===== config.mk =====
export PLATFORM = sky130hd
export DESIGN_NAME = mcu_bus_master
export DESIGN_NICKNAME = d
export VERILOG_FILES = /design/src/rtl/mcu_bus_master.sv
export SDC_FILE = /design/constraint.sdc
export NUM_CORES = 1
export LEC_CHECK = 0
export BUFFER_PORTS_ARGS = -buffer_cell sky130_fd_sc_hd__buf_2
export CAP_MARGIN = 20
export CELL_PAD_IN_SITES_DETAIL_PLACEMENT = 0
export CELL_PAD_IN_SITES_GLOBAL_PLACEMENT = 1
export CORE_MARGIN = 4
export CORE_UTILIZATION = 39
export DETAILED_ROUTE_END_ITERATION = 16
export HOLD_SLACK_MARGIN = 0.06
export PLACE_DENSITY = 0.64
export RECOVER_POWER = 50
export SKIP_LAST_GASP = 1
export SLEW_MARGIN = 20
export SYNTH_ARGS = -nofsm -noshare
export SYNTH_HDL_FRONTEND = slang
export SYNTH_SLANG_ARGS = --single-unit

===== constraint.sdc =====
create_clock -name sysclk -period 4.2 [get_ports sysclk]
set_clock_uncertainty 0.2 [all_clocks]
set_input_delay 0.42 -clock sysclk [delete_from_list [all_inputs] [get_ports sysclk]]
set_output_delay 0.42 -clock sysclk [all_outputs]
set_load 0.01 [all_outputs]

===== src/rtl/mcu_bus_master.sv =====
// MCU-side initiator for the 8-bit parallel bus: queues command/data bytes,
// paces them out with a divided busclk and captures read responses.
module mcu_bus_master #(
    parameter int CLK_DIV    = 4,
    parameter int FIFO_DEPTH = 4
) (
    input  logic       sysclk,
    input  logic       reset,
    input  logic       req_valid,
    output logic       req_ready,
    input  logic       req_is_data,
    input  logic       req_read,
    input  logic [7:0] req_byte,
    output logic       busclk,
    output logic [7:0] bus_out,
    output logic       command_data,
    input  logic [7:0] bus_in,
    output logic       rsp_valid,
    output logic [7:0] rsp_byte,
    output logic       busy
);

    localparam int AW = $clog2(FIFO_DEPTH);
    localparam int CW = AW + 1;
    localparam logic [CW-1:0] FULL_CNT = CW'(FIFO_DEPTH);
    localparam logic [7:0] PH_LOAD = 8'(CLK_DIV - 1);

    localparam logic [1:0] S_IDLE  = 2'd0;
    localparam logic [1:0] S_SETUP = 2'd1;
    localparam logic [1:0] S_HIGH  = 2'd2;
    localparam logic [1:0] S_HOLD  = 2'd3;

    logic [9:0]    mem_q [FIFO_DEPTH];
    logic [AW-1:0] wr_ptr_q, wr_ptr_d;
    logic [AW-1:0] rd_ptr_q, rd_ptr_d;
    logic [CW-1:0] count_q, count_d;
    logic [1:0]    state_q, state_d;
    logic [7:0]    phase_q, phase_d;
    logic [7:0]    bus_out_q, bus_out_d;
    logic          cd_q, cd_d;
    logic          read_q, read_d;
    logic [7:0]    rsp_byte_q, rsp_byte_d;
    logic          rsp_pend_q, rsp_pend_d;
    logic          rsp_valid_q, rsp_valid_d;

    logic       push, pop, empty, full, last_phase;
    logic [9:0] head;

    assign full       = (count_q == FULL_CNT);
    assign empty      = (count_q == '0);
    assign push       = req_valid && !full;
    assign head       = mem_q[rd_ptr_q];
    assign last_phase = (phase_q == 8'd0);

    always_ff @(posedge sysclk) begin
        if (push) begin
            mem_q[wr_ptr_q] <= {req_read, req_is_data, req_byte};
        end
    end

    always_comb begin
        state_d     = state_q;
        phase_d     = last_phase ? phase_q : phase_q - 8'd1;
        pop         = 1'b0;
        bus_out_d   = bus_out_q;
        cd_d        = cd_q;
        read_d      = read_q;
        rsp_byte_d  = rsp_byte_q;
        rsp_pend_d  = 1'b0;
        rsp_valid_d = rsp_pend_q;
        unique case (state_q)
            S_IDLE: begin
                if (!empty) begin
                    pop     = 1'b1;
                    state_d = S_SETUP;
                end
            end
            S_SETUP: if (last_phase) state_d = S_HIGH;
            S_HIGH:  if (last_phase) state_d = S_HOLD;
            S_HOLD: begin
                if (last_phase) begin
                    // capture now, announce one cycle later
                    if (read_q) begin
                        rsp_byte_d = bus_in;
                        rsp_pend_d = 1'b1;
                    end
                    if (!empty) begin
                        pop     = 1'b1;
                        state_d = S_SETUP;
                    end else begin
                        state_d = S_IDLE;
                    end
                end
            end
            default: state_d = S_IDLE;
        endcase
        if (pop) begin
            {read_d, cd_d, bus_out_d} = head;
        end
        if (state_d != state_q) begin
            phase_d = PH_LOAD;
        end
        wr_ptr_d = wr_ptr_q + AW'(push);
        rd_ptr_d = rd_ptr_q + AW'(pop);
        count_d  = count_q + CW'(push) - CW'(pop);
    end

    always_ff @(posedge sysclk or posedge reset) begin
        if (reset) begin
            state_q     <= S_IDLE;
            phase_q     <= PH_LOAD;
            wr_ptr_q    <= '0;
            rd_ptr_q    <= '0;
            count_q     <= '0;
            bus_out_q   <= 8'h00;
            cd_q        <= 1'b1;
            read_q      <= 1'b0;
            rsp_byte_q  <= 8'h00;
            rsp_pend_q  <= 1'b0;
            rsp_valid_q <= 1'b0;
        end else begin
            state_q     <= state_d;
            phase_q     <= phase_d;
            wr_ptr_q    <= wr_ptr_d;
            rd_ptr_q    <= rd_ptr_d;
            count_q     <= count_d;
            bus_out_q   <= bus_out_d;
            cd_q        <= cd_d;
            read_q      <= read_d;
            rsp_byte_q  <= rsp_byte_d;
            rsp_pend_q  <= rsp_pend_d;
            rsp_valid_q <= rsp_valid_d;
        end
    end

    assign busclk       = (state_q == S_HIGH);
    assign bus_out      = bus_out_q;
    assign command_data = cd_q;
    assign rsp_valid    = rsp_valid_q;
    assign rsp_byte     = rsp_byte_q;
    assign req_ready    = !full;
    assign busy         = (state_q != S_IDLE) || !empty;

endmodule


## Word level (Yosys, flattened, before mapping)

Memory sizes are Yosys's and may differ from the RTL's. A register that Yosys moved wholly into a read port is not among the register bits.
Index checks and enable logic that the tools add are counted.

| word-level totals | value |
|---|---|
| register bits after elaboration | 27 |
| memory bits (writable) | 40 |
| word-level logic and storage cells | 45 |
| memories | 1 |

| operators by class | value |
|---|---|
| $add $sub $neg | 5 |
| eq/ne operators | 6 |
| muxes and demuxes | 16 |
| reduce and logical (&&, ||, !) cells | 9 |

Memory list:

| name | words | width | read ports | clocked after memory_dff | wr ports | RTL line | text |
|---|---|---|---|---|---|---|---|
| mem_q | 4 | 10 | 1 | 1 | 1 | 33 | `logic [9:0] mem_q [FIFO_DEPTH];` |

Operators with widths:

| cell | number |
|---|---|
| $mux W8 | 2 |
| $logic_not A8 Y1 | 1 |
| $mux W1 | 8 |
| $mux W2 | 4 |
| $pmux W2 S4 | 1 |
| $sub A8 B1 Y8 const B | 1 |
| $add A2 B1 Y2 | 2 |
| $eq A2 B2 Y1 const B | 2 |
| $add A3 B1 Y3 | 1 |
| $eq A3 B3 Y1 const B | 1 |
| $logic_not A3 Y1 | 1 |
| $reduce_and A3 Y1 | 1 |
| $sub A3 B1 Y3 | 1 |
| $eq A2 B1 Y1 const B | 1 |
| $logic_not A1 Y1 | 2 |
| $logic_not A2 Y1 | 1 |
| $ne A2 B1 Y1 const B | 1 |
| $ne A2 B2 Y1 | 1 |
| $pmux W1 S2 | 1 |
| $reduce_bool A2 Y1 | 1 |
| $logic_and A1 B1 Y1 | 1 |
| $logic_or A1 B1 Y1 | 1 |

## Depth between registers and ports, before layout

| logic depth | value |
|---|---|
| word-level depth | 6 |
| mapped depth | 12 |
| depth with buffers taken out | 11 |

## Worst setup path after synthesis

No wires, ideal clock.

| timing | value |
|---|---|
| kind | reg2reg |
| start point | reg phase_q[0] |
| end point | reg count_q[2] |
| library setup time | 0.126 ns |
| arrival | 2.541 ns |
| required time | 3.874 ns |
| slack | 1.334 ns |
| cell stages (with the launch flop) | 13 |
| clock period less this slack | 2.866 ns |
| cell sequence | dfstp_2 -> inv_1 -> ha_1 -> nor3b_2 -> a31oi_2 -> nor3_2 -> buf_6 -> xor2_1 -> ha_1 -> inv_1 -> fa_1 -> xnor2_1 -> xnor2_1 |

| between the ends | value |
|---|---|
| longest elaborated chain between the ends | 4 |

RTL lines:

| what | RTL line | text |
|---|---|---|
| start: declaration | 38 | `logic [7:0] phase_q, phase_d;` |
| start signal: assignment | 123 | `phase_q <= phase_d;` |
| $logic_not A8 Y1 | 53 | `assign last_phase = (phase_q == 8'd0);` |
| $mux W1 | 81 | `if (last_phase) begin` |
| $pmux W1 S2 | 71 | `unique case (state_q)` |
| $sub A3 B1 Y3 | 105 | `count_d = count_q + CW'(push) - CW'(pop);` |
| via count_d[2] | 36 | `logic [CW-1:0] count_q, count_d;` |
| end signal: assignment | 126 | `count_q <= count_d;` |
| end: declaration | 36 |  |

The timed path passes the listed nets, and every way through them passes these cells.
A chain may end at the register's enable or synchronous reset.

## Final worst setup path

Same ends and word-level chain as after synthesis.

==> run_results.csv <==
group,metric,value,unit
worst_setup_path,end_kind,"flop",
worst_setup_path,crit_path_end,"count_q[2]",
place,gp_congestion,0.756,
die,dieArea,10200,um2
power_and_ir_drop,ir_drop,0.335,mV
die,die_w,101,um
worst_setup_path,r2r_slack,1.31,ns
timing,max_slew_margin,-5.50,%
place,portBuffers,41,
die,initial_core_util,40.5,%
global_routing,antenna_found_initial,0,
logic_synthesis,avgSynthCellArea,15.7,um2
logic_synthesis,synthFlopType,"edfxtp_1",
power_and_ir_drop,p_per_area,758,nW/um2
route,route.detailed.wl_per_inst,16.6,um
place,post-dp-hpwl,4130,um
outcome,status,"complete, but fails checks",
worst_setup_path,path_buf_inv,2,
cells_and_area,n_antenna_cell,0,
power_and_ir_drop,p_seq_share,42.9,%
timing,hold_viol_final,0,
logic_synthesis,syn_nets,244,
timing,rsz0062_at_grt,"false",
global_routing,grt_first_pass_wirelength,10300,um
logic_synthesis,yosysSeqAreaShare,63.4,%
global_routing,overflow,0,
route,dr.first_iter.drc_count,124,
worst_setup_path,cpMaxStageDelayCell,"nor3b_2",
power_and_ir_drop,swShare,34.3,%
timing,fin_setup_tns,0,ns
timing,slew_viol_final,28,
route,num_vias,1932,
power_and_ir_drop,intPower,1.93,mW
worst_setup_path,critical_path_class,"reg2reg",
logic_synthesis,ys_types,49,
route,viasPerCell,5.17,
clock_tree,clock-sinks,77,
die,placementRows,33,
place,placed_cell_area,3680,um2
logic_synthesis,async_flop_share,48.1,%
clock_tree,clock_latency,0.34,ns
worst_setup_path,path_cells,"inv_1 > ha_1 > nor3b_2 > a31oi_2 > nor3_2 > xor2_1 > ha_1 > inv_1 > fa_1 > xnor2_1 > xnor2_1",
timing,fin_crit,2.89,ns
logic_synthesis,synth_warnings,0,
die,fp.dieH,101,um
cells_and_area,finalNetCount,294,
clock_tree,cts-root-buf,"clkbuf_8",
route,first_pass_iters,4,
timing,setup-violations-final,0,
logic_synthesis,netlist_instances,214,
timing,worst_pin_slew,1.58,ns
timing,period_share,68.9,%
power_and_ir_drop,totalPowerFinal,2.93,mW
die,io_pins,42,
worst_setup_path,worst-path-max-fanout,7,
clock_tree,cts_tree,"done",
clock_tree,clkTransAtPathRegs,0.08,ns
worst_setup_path,crit_path_start,"phase_q[0]",
clock_tree,postCtsSetupBuffers,0,
cells_and_area,post-route-util,46.6,%
logic_synthesis,netlist_area,3360,um2
global_routing,track_usage,13.4,%
worst_setup_path,cp_top_family,"adder cells",
cells_and_area,final_area,3870,um2
cells_and_area,drive_above_1_share,26.8,%
timing,max_freq,346,MHz
power_and_ir_drop,p_clk_share,20.5,%
min_path,hold_class,"in2reg",
worst_setup_path,cp_num_cells,11,
logic_synthesis,synth-edff-count,40,
route,routed_wl,6210,um
global_routing,grt_max_degree,28,
outcome,violations,"capacitance limit, slew limit",
route,drc_errors,0,
worst_setup_path,crit_arrival,2.95,ns
cells_and_area,area_growth,15.2,%
worst_setup_path,r2r-start,"phase_q[0]",
power_and_ir_drop,leakagePower,1.49,nW
route,ant_nets,0,
job,drv_cap,1,
logic_synthesis,ys_ff_latch,77,
clock_tree,htree_num_levels,3,
global_routing,grt_pass1_vias,2012,
cells_and_area,fill_cells,768,
power_and_ir_drop,p_sw,1.01,mW
worst_setup_path,reg2reg_depth,11,
worst_setup_path,required,4.26,ns
clock_tree,cts_max_path_buffers,2,
worst_setup_path,max_stage_delay,0.41,ns
worst_setup_path,cp-start-kind,"flop",
worst_setup_path,r2r-end,"count_q[2]",
power_and_ir_drop,pwr-share-comb,36.6,%
clock_tree,cts_made_buffers,9,
die,fp.coreArea,8300,um2
-- cells in the mapped netlist (all sizes together) (2+ instances only) --
cell     n  area (um2)
dfrtp   34         851
o211ai   3        27.5
a211oi   3        22.5
nor4     3        33.8
inv     10        37.5
or3      2        12.5
nor3b    4        35.0
buf      2        15.0
a21oi    6        30.0
mux2    18         233
dfstp    3        78.8
ha       8         100
o22ai    2        12.5
mux2i    4        40.0
edfxtp  40        1200
nor3    10        55.1
o21ai    3        15.0
nand3    2        15.0
nor2     7        26.3
or4      4        35.0
mux4    10         225
xnor2    3        26.3
xor2     4        35.0
nand2    8        30.0
clkbuf   5        28.8
a21boi   3        22.5
nor2b    2        12.5
-- what timing repair did --
item                      CTS  global route
hold endpoints to repair   10             0
resized for setup           0             0
hold buffers                1             0
-- how the worst min path moves through the flow --
stage                      from           to  slack, ns  cells after the start
detailed placement   rsp_pend_q    rsp_valid       0.14                      0
global placement     rsp_pend_q    rsp_valid       0.13                      0
floorplan            rsp_pend_q    rsp_valid       0.13                      0
CTS                 req_byte[0]  mem_q[0][0]       0.07                      1
finish                bus_in[6]  rsp_byte[6]       0.11                      2
global route          bus_in[6]  rsp_byte[6]       0.08                      2
-- sequential cells by signal (all words and copies together) (netlist names) --
signal	count
mem_q	40
state_q	2
command_data	1
rd_ptr_q	2
rsp_valid	1
phase_q	8
rsp_pend_q	1
rsp_byte	8
count_q	3
wr_ptr_q	2
read_q	1
bus_out	8
-- worst reg2reg max path, cell delays in order, from the launching register on --
cell	delay, ns
dfstp_2	0.40
inv_1	0.09
ha_1	0.22
nor3b_2	0.41
a31oi_2	0.20
nor3_2	0.24
xor2_1	0.16
ha_1	0.16
inv_1	0.05
fa_1	0.37
xnor2_1	0.18
xnor2_1	0.13
-- logic make-up after synthesis --
family                   after synthesis  share of synthesized area (%)
flip-flops                            77                           63.4
adder cells (fa/ha/maj)                9                           3.57
XOR/XNOR                               7                           1.82
buffers and inverters                 17                           2.42
AND/OR/NAND/NOR                       48                           9.01
AO/OA/AOI/OAI                         24                           4.95
multiplexers                          32                           14.8
-- stage by stage --
step,std cells,setup WS [ns],hold WS (ns)
3_5_place_dp,357,1.33,0.140
2_1_floorplan,214,1.33,0.131
3_3_place_gp,357,1.38,0.133
4_1_cts,374,1.29,0.0683
5_1_grt,374,1.06,0.0819
6_report,374,1.31,0.107
-- power groups by stage --
stage,clock network [mW],registers [mW],logic [mW]
after floorplan,0,1.23,0.850
after global placement,0,1.27,1.11
after detailed placement,0,1.28,1.12
after CTS,0.625,1.27,1.12
after global routing,0.659,1.30,1.20
final,0.602,1.26,1.07
-- routing by layer --
metal	wire [um]	GRT usage (%)	part of all wire (%)
met2	2990	21.3	48
met4	121	6.53	1.9
met5	0	0	0
met3	268	2.98	4.3
met1	2830	17.5	46
-- cell usage in the layout (no fill, tap or decap), types with 4 or more instances in the layout --
master / instances
mux2_2: 10
nand2_1: 8
nor2_1: 7
clkbuf_1: 29
mux2_4: 8
xor2_1: 4
edfxtp_1: 40
mux4_2: 10
clkbuf_8: 9
dfrtp_1: 34
a21oi_1: 6
buf_2: 14
inv_1: 10
mux2i_1: 4
ha_1: 8
nor3_1: 9
-- area by class of cell --
type | instances | area (um2) | share of cell area, %
inverters | 10 | 37.5 | 0.970
clock inverters | 6 | 86.3 | 2.23
well taps | 105 | 131 | 3.39
clock buffers | 10 | 128 | 3.30
repair buffers | 46 | 208 | 5.37
flip-flops and latches | 77 | 2130 | 55.1
multi-input cells | 120 | 1150 | 29.7
Note: power is estimated with default switching activity, not from simulation.
